**config.mk**
```make
export PLATFORM = sky130hd
export DESIGN_NAME = systolic_pe_param
export DESIGN_NICKNAME = d
export VERILOG_FILES = /design/src/rtl/systolic_pe_param.sv
export SDC_FILE = /design/constraint.sdc
export NUM_CORES = 2
export LEC_CHECK = 0
export CORE_MARGIN = 10
export CORE_UTILIZATION = 60
export DETAILED_ROUTE_END_ITERATION = 8
export HOLD_SLACK_MARGIN = 0.15
export MAX_ROUTING_LAYER = met4
export PLACE_DENSITY = 0.78
export SETUP_SLACK_MARGIN = 0.05
export SLEW_MARGIN = 10
export SYNTH_ARGS = -nofsm -noshare
export SYNTH_HDL_FRONTEND = slang
export SYNTH_SLANG_ARGS = --single-unit
```
**constraint.sdc**
```tcl
create_clock -name clk -period 13.4 [get_ports clk]
set_input_delay 1.34 -clock clk [delete_from_list [all_inputs] [get_ports clk]]
set_output_delay 1.34 -clock clk [all_outputs]
set_load 0.1 [all_outputs]
```
**src/rtl/systolic_pe_param.sv**
```systemverilog
// Parametrised systolic processing element: four-mode MAC cell with fixed-point
// scaling, optional saturation, valid/stall handshake and a sticky overflow flag.
module systolic_pe_param #(
   parameter int DATA_W   = 32,
   parameter int FRAC_W   = 0,
   parameter bit SATURATE = 1'b1
) (
   input  logic              clk,
   input  logic              rst,
   input  logic              en,
   input  logic [DATA_W-1:0] c_in,
   input  logic [DATA_W-1:0] x_in,
   input  logic [1:0]        s_in,
   input  logic              v_in,
   input  logic              clr_ovf,
   output logic [DATA_W-1:0] c_out,
   output logic [DATA_W-1:0] x_out,
   output logic [1:0]        s_out,
   output logic              v_out,
   output logic [DATA_W-1:0] p_out,
   output logic              ovf_out
);

   localparam int PW = 2 * DATA_W;
   localparam int SW = 2 * DATA_W + 1;

   typedef enum logic [1:0] {
      MAC_P = 2'b00,
      LOAD  = 2'b01,
      ACC   = 2'b10,
      DRAIN = 2'b11
   } mode_t;

   localparam logic [DATA_W-1:0] MAX_VAL = {1'b0, {(DATA_W-1){1'b1}}};
   localparam logic [DATA_W-1:0] MIN_VAL = {1'b1, {(DATA_W-1){1'b0}}};

   mode_t                   mode;
   logic [DATA_W-1:0]       p;
   logic [DATA_W-1:0]       mul_b;
   logic [DATA_W-1:0]       addend;
   logic signed [PW-1:0]    op_a;
   logic signed [PW-1:0]    op_b;
   logic signed [PW-1:0]    prod_full;
   logic signed [PW-1:0]    prod_shift;
   logic signed [SW-1:0]    sum;
   logic [SW-DATA_W:0]      sum_hi;
   logic                    out_of_range;
   logic [DATA_W-1:0]       result;
   logic                    ovf_hit;

   assign mode = mode_t'(s_in);

   // MAC_P multiplies by the stored p and adds x_in; LOAD/ACC multiply x_in and add p.
   always_comb begin
      mul_b  = x_in;
      addend = p;
      if (mode == MAC_P) begin
         mul_b  = p;
         addend = x_in;
      end
   end

   // Full-width signed product, scaled, then summed with one guard bit so no
   // intermediate wrap can hide an overflow.
   always_comb begin
      op_a       = PW'($signed(c_in));
      op_b       = PW'($signed(mul_b));
      prod_full  = op_a * op_b;
      prod_shift = prod_full >>> FRAC_W;
      sum        = SW'(prod_shift) + SW'($signed(addend));
      sum_hi     = sum[SW-1:DATA_W-1];
      out_of_range = !((&sum_hi) || !(|sum_hi));
      result     = sum[DATA_W-1:0];
      if (out_of_range && SATURATE)
         result = sum[SW-1] ? MIN_VAL : MAX_VAL;
   end

   assign ovf_hit = v_in && (mode != DRAIN) && out_of_range;

   always_ff @(posedge clk) begin
      if (!rst) begin
         c_out   <= '0;
         x_out   <= '0;
         s_out   <= '0;
         v_out   <= 1'b0;
         p       <= '0;
         ovf_out <= 1'b0;
      end else if (en) begin
         c_out <= c_in;
         s_out <= s_in;
         v_out <= v_in;
         if (v_in) begin
            unique case (mode)
               MAC_P: x_out <= result;
               LOAD: begin
                  x_out <= result;
                  p     <= x_in;
               end
               ACC: begin
                  x_out <= x_in;
                  p     <= result;
               end
               DRAIN: begin
                  x_out <= p;
                  p     <= '0;
               end
               default: ;
            endcase
         end
         // A fresh overflow takes priority over a clear request in the same cycle.
         ovf_out <= ovf_hit || (ovf_out && !clr_ovf);
      end
   end

   assign p_out = p;

endmodule

```
# ---- Word-level counts from Yosys, hierarchy flattened
# Cells that the tools add are included.
dict set report totals {
  memories 0
  wordCells 33
  mem_bits_rw 0
  latch_bits 0
  out_inout_bits 100
  regBits 100
  romBits 0
  inputBits 71
}
dict set report op_classes {
  shifts 0
  order_cmp 0
  div_mod_pow 0
  mul 1
  n_bitwise 0
  eq_ne 4
  n_reduce_logical 15
  mux 6
  add_sub_neg 1
}
# cell n
set ops {}
lappend ops {{$pmux W32 S3} 2}
lappend ops {{$mux W32} 4}
lappend ops {{$add A64 B32 Y65} 1}
lappend ops {{$mul A32 B32 Y64} 1}
lappend ops {{$reduce_and A34 Y1} 1}
lappend ops {{$reduce_or A34 Y1} 1}
lappend ops {{$eq A2 B2 Y1 const B} 2}
lappend ops {{$logic_and A1 B1 Y1} 3}
lappend ops {{$logic_not A1 Y1} 3}
lappend ops {{$reduce_and A3 Y1} 1}
lappend ops {{$reduce_bool A3 Y1} 1}
lappend ops {{$eq A2 B1 Y1 const B} 1}
lappend ops {{$logic_not A2 Y1} 1}
lappend ops {{$logic_or A1 B1 Y1} 2}
lappend ops {{$ne A2 B2 Y1 const B} 1}
lappend ops {{$reduce_and A2 Y1} 1}
lappend ops {{$reduce_or A2 Y1} 1}

# ---- Depth between registers and ports, before layout
dict set report logic_depth {
  word_depth 10
  ltp_mapped 38
  depth_no_buf 34
}

# ---- Worst setup path before layout
# No wires, ideal clock.
dict set report synth_timing {
  path_kind {input port to flip-flop}
  from {input port s_in[1]}
  to {register p[21] (netlist: p_out[21])}
  path_buffers 6
  t_arrival_ns 11.820
  t_required_ns 13.319
  setup_ns 0.081
  cell_stages 34
  path_slack_ns 1.499
  path_cell_list {nor2_1 > buf_1 > clkbuf_1 > buf_1 > mux2i_1 > fa_1 > inv_1 > fa_1 > fa_1 > inv_1 > fa_1 > inv_1 > fa_1 > fa_1 > fa_1 > inv_1 > fa_1 > inv_1 > ha_1 > clkbuf_1 > a21oi_1 > nand2_1 > a2bb2oi_1 > o41a_1 > o211ai_1 > nand3b_1 > and2_1 > or4b_1 > or4_4 > o21ai_2 > buf_6 > buf_6 > nand2_1 > a211oi_2}
}
dict set report synth_between {
  elab_chain_cells 9
  elab_cells_between_ends 17
  cone_classes {add/sub (1); mul (1); eq/ne (3); mux (5); reduce/logical (7)}
}
# element line_no
set synth_lines {}
lappend synth_lines {{start, declared} 13} ;# input logic [1:0] s_in,
lappend synth_lines {{$logic_not A2 Y1} 57} ;# if (mode == MAC_P) begin
lappend synth_lines {{$mux W32} 57}
lappend synth_lines {{$mul A32 B32 Y64} 68} ;# prod_full = op_a * op_b;
lappend synth_lines {{$add A64 B32 Y65} 70} ;# sum = SW'(prod_shift) + SW'($signed(addend));
lappend synth_lines {{$reduce_or A34 Y1} 72} ;# out_of_range = !((&sum_hi) || !(|sum_hi));
lappend synth_lines {{$logic_not A1 Y1} 72}
lappend synth_lines {{$logic_or A1 B1 Y1} 72}
lappend synth_lines {{$mux W32} 74} ;# if (out_of_range && SATURATE)
lappend synth_lines {{$pmux W32 S3} 93} ;# unique case (mode)
lappend synth_lines {{end signal, assigned} 97} ;# p <= x_in;
lappend synth_lines {{end signal, assigned} 101} ;# p <= result;
lappend synth_lines {{end, declared} 38} ;# logic [DATA_W-1:0] p;
# Parallel ways exist; a longest one is shown, timed or not.
# A chain may end at the register's enable or synchronous reset.

# ---- Worst setup path in the final report
dict set report layout_timing {
  from {input port s_in[1]}
  to {register x_out[25]}
}
dict set report layout_between {
  elab_chain_cells 9
  elab_cells_between_ends 16
  cone_classes {add/sub (1); mul (1); eq/ne (3); mux (5); reduce/logical (6)}
}
# element line_no
set layout_lines {}
lappend layout_lines {{$logic_not A2 Y1} {57, 93}}
lappend layout_lines {{$mux W32} 57}
lappend layout_lines {{$mul A32 B32 Y64} 68}
lappend layout_lines {{$add A64 B32 Y65} 70}
lappend layout_lines {{$reduce_or A34 Y1} 72}
lappend layout_lines {{$logic_not A1 Y1} 72}
lappend layout_lines {{$logic_or A1 B1 Y1} 72}
lappend layout_lines {{$mux W32} 74}
lappend layout_lines {{$pmux W32 S3 *} 93}
lappend layout_lines {{end signal, assigned} 94} ;# MAC_P: x_out <= result;
lappend layout_lines {{end signal, assigned} 96} ;# x_out <= result;
lappend layout_lines {{end signal, assigned} 100} ;# x_out <= x_in;
lappend layout_lines {{end, declared} 17} ;# output logic [DATA_W-1:0] x_out,
# Every way passes the cells marked *; elsewhere a longest branch is shown, timed or not.

==> results.txt <==
----------------------------------------------------
[Final layout]
  Fraction of layout instances using a drive strength above 1 ... just over 4%
  Final Net Count ... ~6100
  Area grow syn2layout ... 6.80%

[Routing]
  First drt pass iteration count ... 6
  Vias per cell ... 5.94
  Antenna violation net count after detailed routing ... 0
  Post-detailed-route wirelength per cell ... approximately 24 microns
  Detailed-route via count ... between 30000 and 40000
  Detailed-route DRC error count ... 0
  Total length of routed wires ... 136 mm
  Starting DRC count in detailed routing ... around 3300

[Critical path]
  Source of the worst register-to-register timing path ... p_out[3]
  Kind of cell adding the most delay to the critical path ... adder cells
  Critical path endpoint category ... flop
  Most numerous cell on the critical path ... fa_1
  Slowest library cell on the worst path ... a21o_1
  Category of the critical setup timing path ... primary input to flop
  Max FO, Critical Path ... 31
  Arrival @ worst endpoint ... 13.04 ns
  Critical path launch point type ... primary input
  Worst R2R Path Depth ... 30
  Minimum setup slack among reg-to-reg paths ... 2.28 ns
  Highest cell delay on the worst timing path ... approximately 0.7 ns
  End of the worst register-to-register path ... x_out[25]
  Worst Path Required ... around 14 ns
  Crit path buffers/inverters ... 8

[Place]
  Dpl hpwl ... 110 mm
  Port Buffer Count ... 170
  Routability cong. ... around 1

[STA]
  Maximum clock frequency ... a little under 0.08 GHz
  Setup repair after global routing missed its margin ... no
  Setup Total Neg Slack ... 0 ns
  Fraction of the cycle the final worst path needs ... between 90 and 100%
  Slew at the pin closest to its max-slew limit ... ~1.4 ns
  Shortest period the worst path allows ... 12.75 ns
  Relative max-transition margin ... a little under a tenth
  Slew Viols, Final ... 0
  Total setup violations reported at the end of the flow ... 0
  Final Hold Violating Endpoints ... 0
  Maximum clock skew at final layout ... ~0.017 ns

[Hold path]
  Min-Delay Path Depth ... 2
  Launch point of the worst hold path ... x_out[5]
  Destination of the worst hold path ... x_out[5]
  Worst min-delay path class ... flop to flop

[Global routing]
  Tot GR Track Use ... between 30% and 40%
  Aggregate global routing overflow ... 0
  Initial antenna violation count ... 3
  Pin count of the biggest net entering global routing ... 43
  Via count of the first global-routing pass ... between 30000 and 40000
  Wire length of the first global-routing pass ... between 200 and 250 mm

[Yosys]
  Number of storage elements in the synthesis netlist ... 100
  Post-synth cell types ... 74
  Mean area per synthesized cell ... roughly 9.2 sq um
  Count of yosys warnings during synthesis ... 0
  Number of synthesized flops with an enable pin ... 0
  Post-synth top flop ... dfxtp_1
  Sequential element share of the synthesized area ... around 4.6%
  Gate Count Post-Synth ... about 4700
  Cell area after synthesis ... 43500 sq um
  Async SR Flop Fraction ... 0%
  Synthesized Nets ... between 6000 and 7000

[Floorplan]
  Die height ... a little under 300 microns
  Std-Cell Core Area ... around 72000 sq um
  Starting Density ... roughly 61%
  Die footprint ... about 84000 sq um
  Count of pins on the block boundary ... 171
  Die Span X ... 289 microns
  Row Count ... 98

[CTS]
  Clock tree from TritonCTS ... built
  CTS sink count ... 100
  Number of H-tree levels ... 3
  Clock buffers created by TritonCTS ... 9
  Largest buffer count on any clock path ... 2
  Number of setup buffers added after CTS ... 0
  Number of resized instances in the post-cts repair step ... 0
  Number of buffers inserted by hold repair at cts ... 0
  CTS clock-pin slew for the worst setup and hold paths ... 0.10 ns
  Clock latency reported for the late side of the worst-skew pair ... ~0.41 ns
  Root buffer cell ... clkbuf_16

[Run]
  Number of maximum-capacitance constraint violations ... 0

[Run status]
  Status ... complete, no violations

----------------------------------------------------
-- state kept, by name, summed over array words and instances, names as in the netlist --
signal,cells
c_out,32
p_out,32
x_out,32
s_out,2
ovf_out,1
v_out,1
-- worst max path at each step --
stage            start  cells after the start  slack (ns)   endpoint
2_1_floorplan  s_in[1]                     34        1.50  p_out[21]
3_3_place_gp   s_in[1]                     33        0.61  x_out[25]
3_5_place_dp   s_in[1]                     33        0.50  x_out[25]
4_1_cts        s_in[1]                     33        0.90  x_out[25]
5_1_grt        s_in[1]                     33        0.26  x_out[25]
6_report       s_in[1]                     33        0.65  x_out[25]
-- per-stage QoR --
| step | hold slack [ns] | instance area, sq um | setup slack (ns) | std cells | util, % |
|---|---|---|---|---|---|
| 2_1_floorplan | 0.882 | 43500 | 1.50 | 4715 | - |
| 3_3_place_gp | 0.436 | 46100 | 0.606 | 5662 | 64.4 |
| 3_5_place_dp | 0.446 | 46100 | 0.505 | 5662 | 64.4 |
| 4_1_cts | 0.469 | 46400 | 0.900 | 5678 | 64.8 |
| 5_1_grt | 0.491 | 46400 | 0.258 | 5680 | 64.8 |
| 6_report | 0.469 | 46400 | 0.651 | 5682 | 64.8 |
-- layout by cell type (no fill, tap or decap), types with 75 or more instances in the layout --
cell / count
a21oi_1: 129
ha_1: 217
clkdlybuf4s50_1: 167
nand2_1: 684
buf_4: 87
mux2i_1: 97
nor2_1: 81
nor2b_1: 125
and2_1: 366
fa_1: 1122
o21ai_0: 75
inv_1: 1018
dfxtp_1: 100
-- cell usage after synthesis, types with 34 or more instances --
library cell,count,area share (%)
a21o_1,46,0.79
a21oi_1,129,1.5
and2_1,366,5.3
clkbuf_1,234,2.0
dfxtp_1,100,4.6
fa_1,1122,52
ha_1,217,6.2
inv_1,1018,8.8
mux2i_1,101,2.3
nand2_1,685,5.9
nor2_1,83,0.72
nor2b_1,125,1.8
o21ai_0,75,0.86
o22ai_1,34,0.49
xnor2_1,48,0.97
-- worst reg2reg max path: cells and delay by family (launching register included) --
kind,cells,cell delay [ns]
simple gates,7,2.28
fa+ha+maj,9,4.69
buf+inv,6,0.66
compound gates,7,2.22
mux,1,0.70
flops,1,0.46
-- routing by layer --
layer	vias up	GRT usage, %	routed length [microns]
met5	-	-	0
met4	0	12.5	5750
met3	372	8.34	15300
met2	1977	53.4	62800
met1	17374	45.6	52000
li1	14023	-	-
-- final cells by class --
| cell class | instances | area (sq um) |
|---|---|---|
| Tap cell | 950 | 1190 |
| Inverter | 1018 | 3820 |
| Multi-Input combinational cell | 3334 | 36700 |
| Timing Repair Buffer | 260 | 2400 |
| Sequential cell | 100 | 2000 |
| Fill cell | 5876 | 25200 |
| Clock inverter | 6 | 66.3 |
| Clock buffer | 10 | 239 |
| Antenna cell | 4 | 10.0 |
-- kinds of logic after synthesis --
kind of cell	share of synthesized area, %
AO/OA/AOI/OAI	6.39
AND/OR/NAND/NOR	15.4
multiplexers	3.13
flip-flops	4.61
adder cells (fa/ha/maj)	57.9
XOR/XNOR	1.33
buffers and inverters	11.2
Power is not shown: default switching activity piles up to over one toggle a cycle in this logic, so the estimate is an artifact.
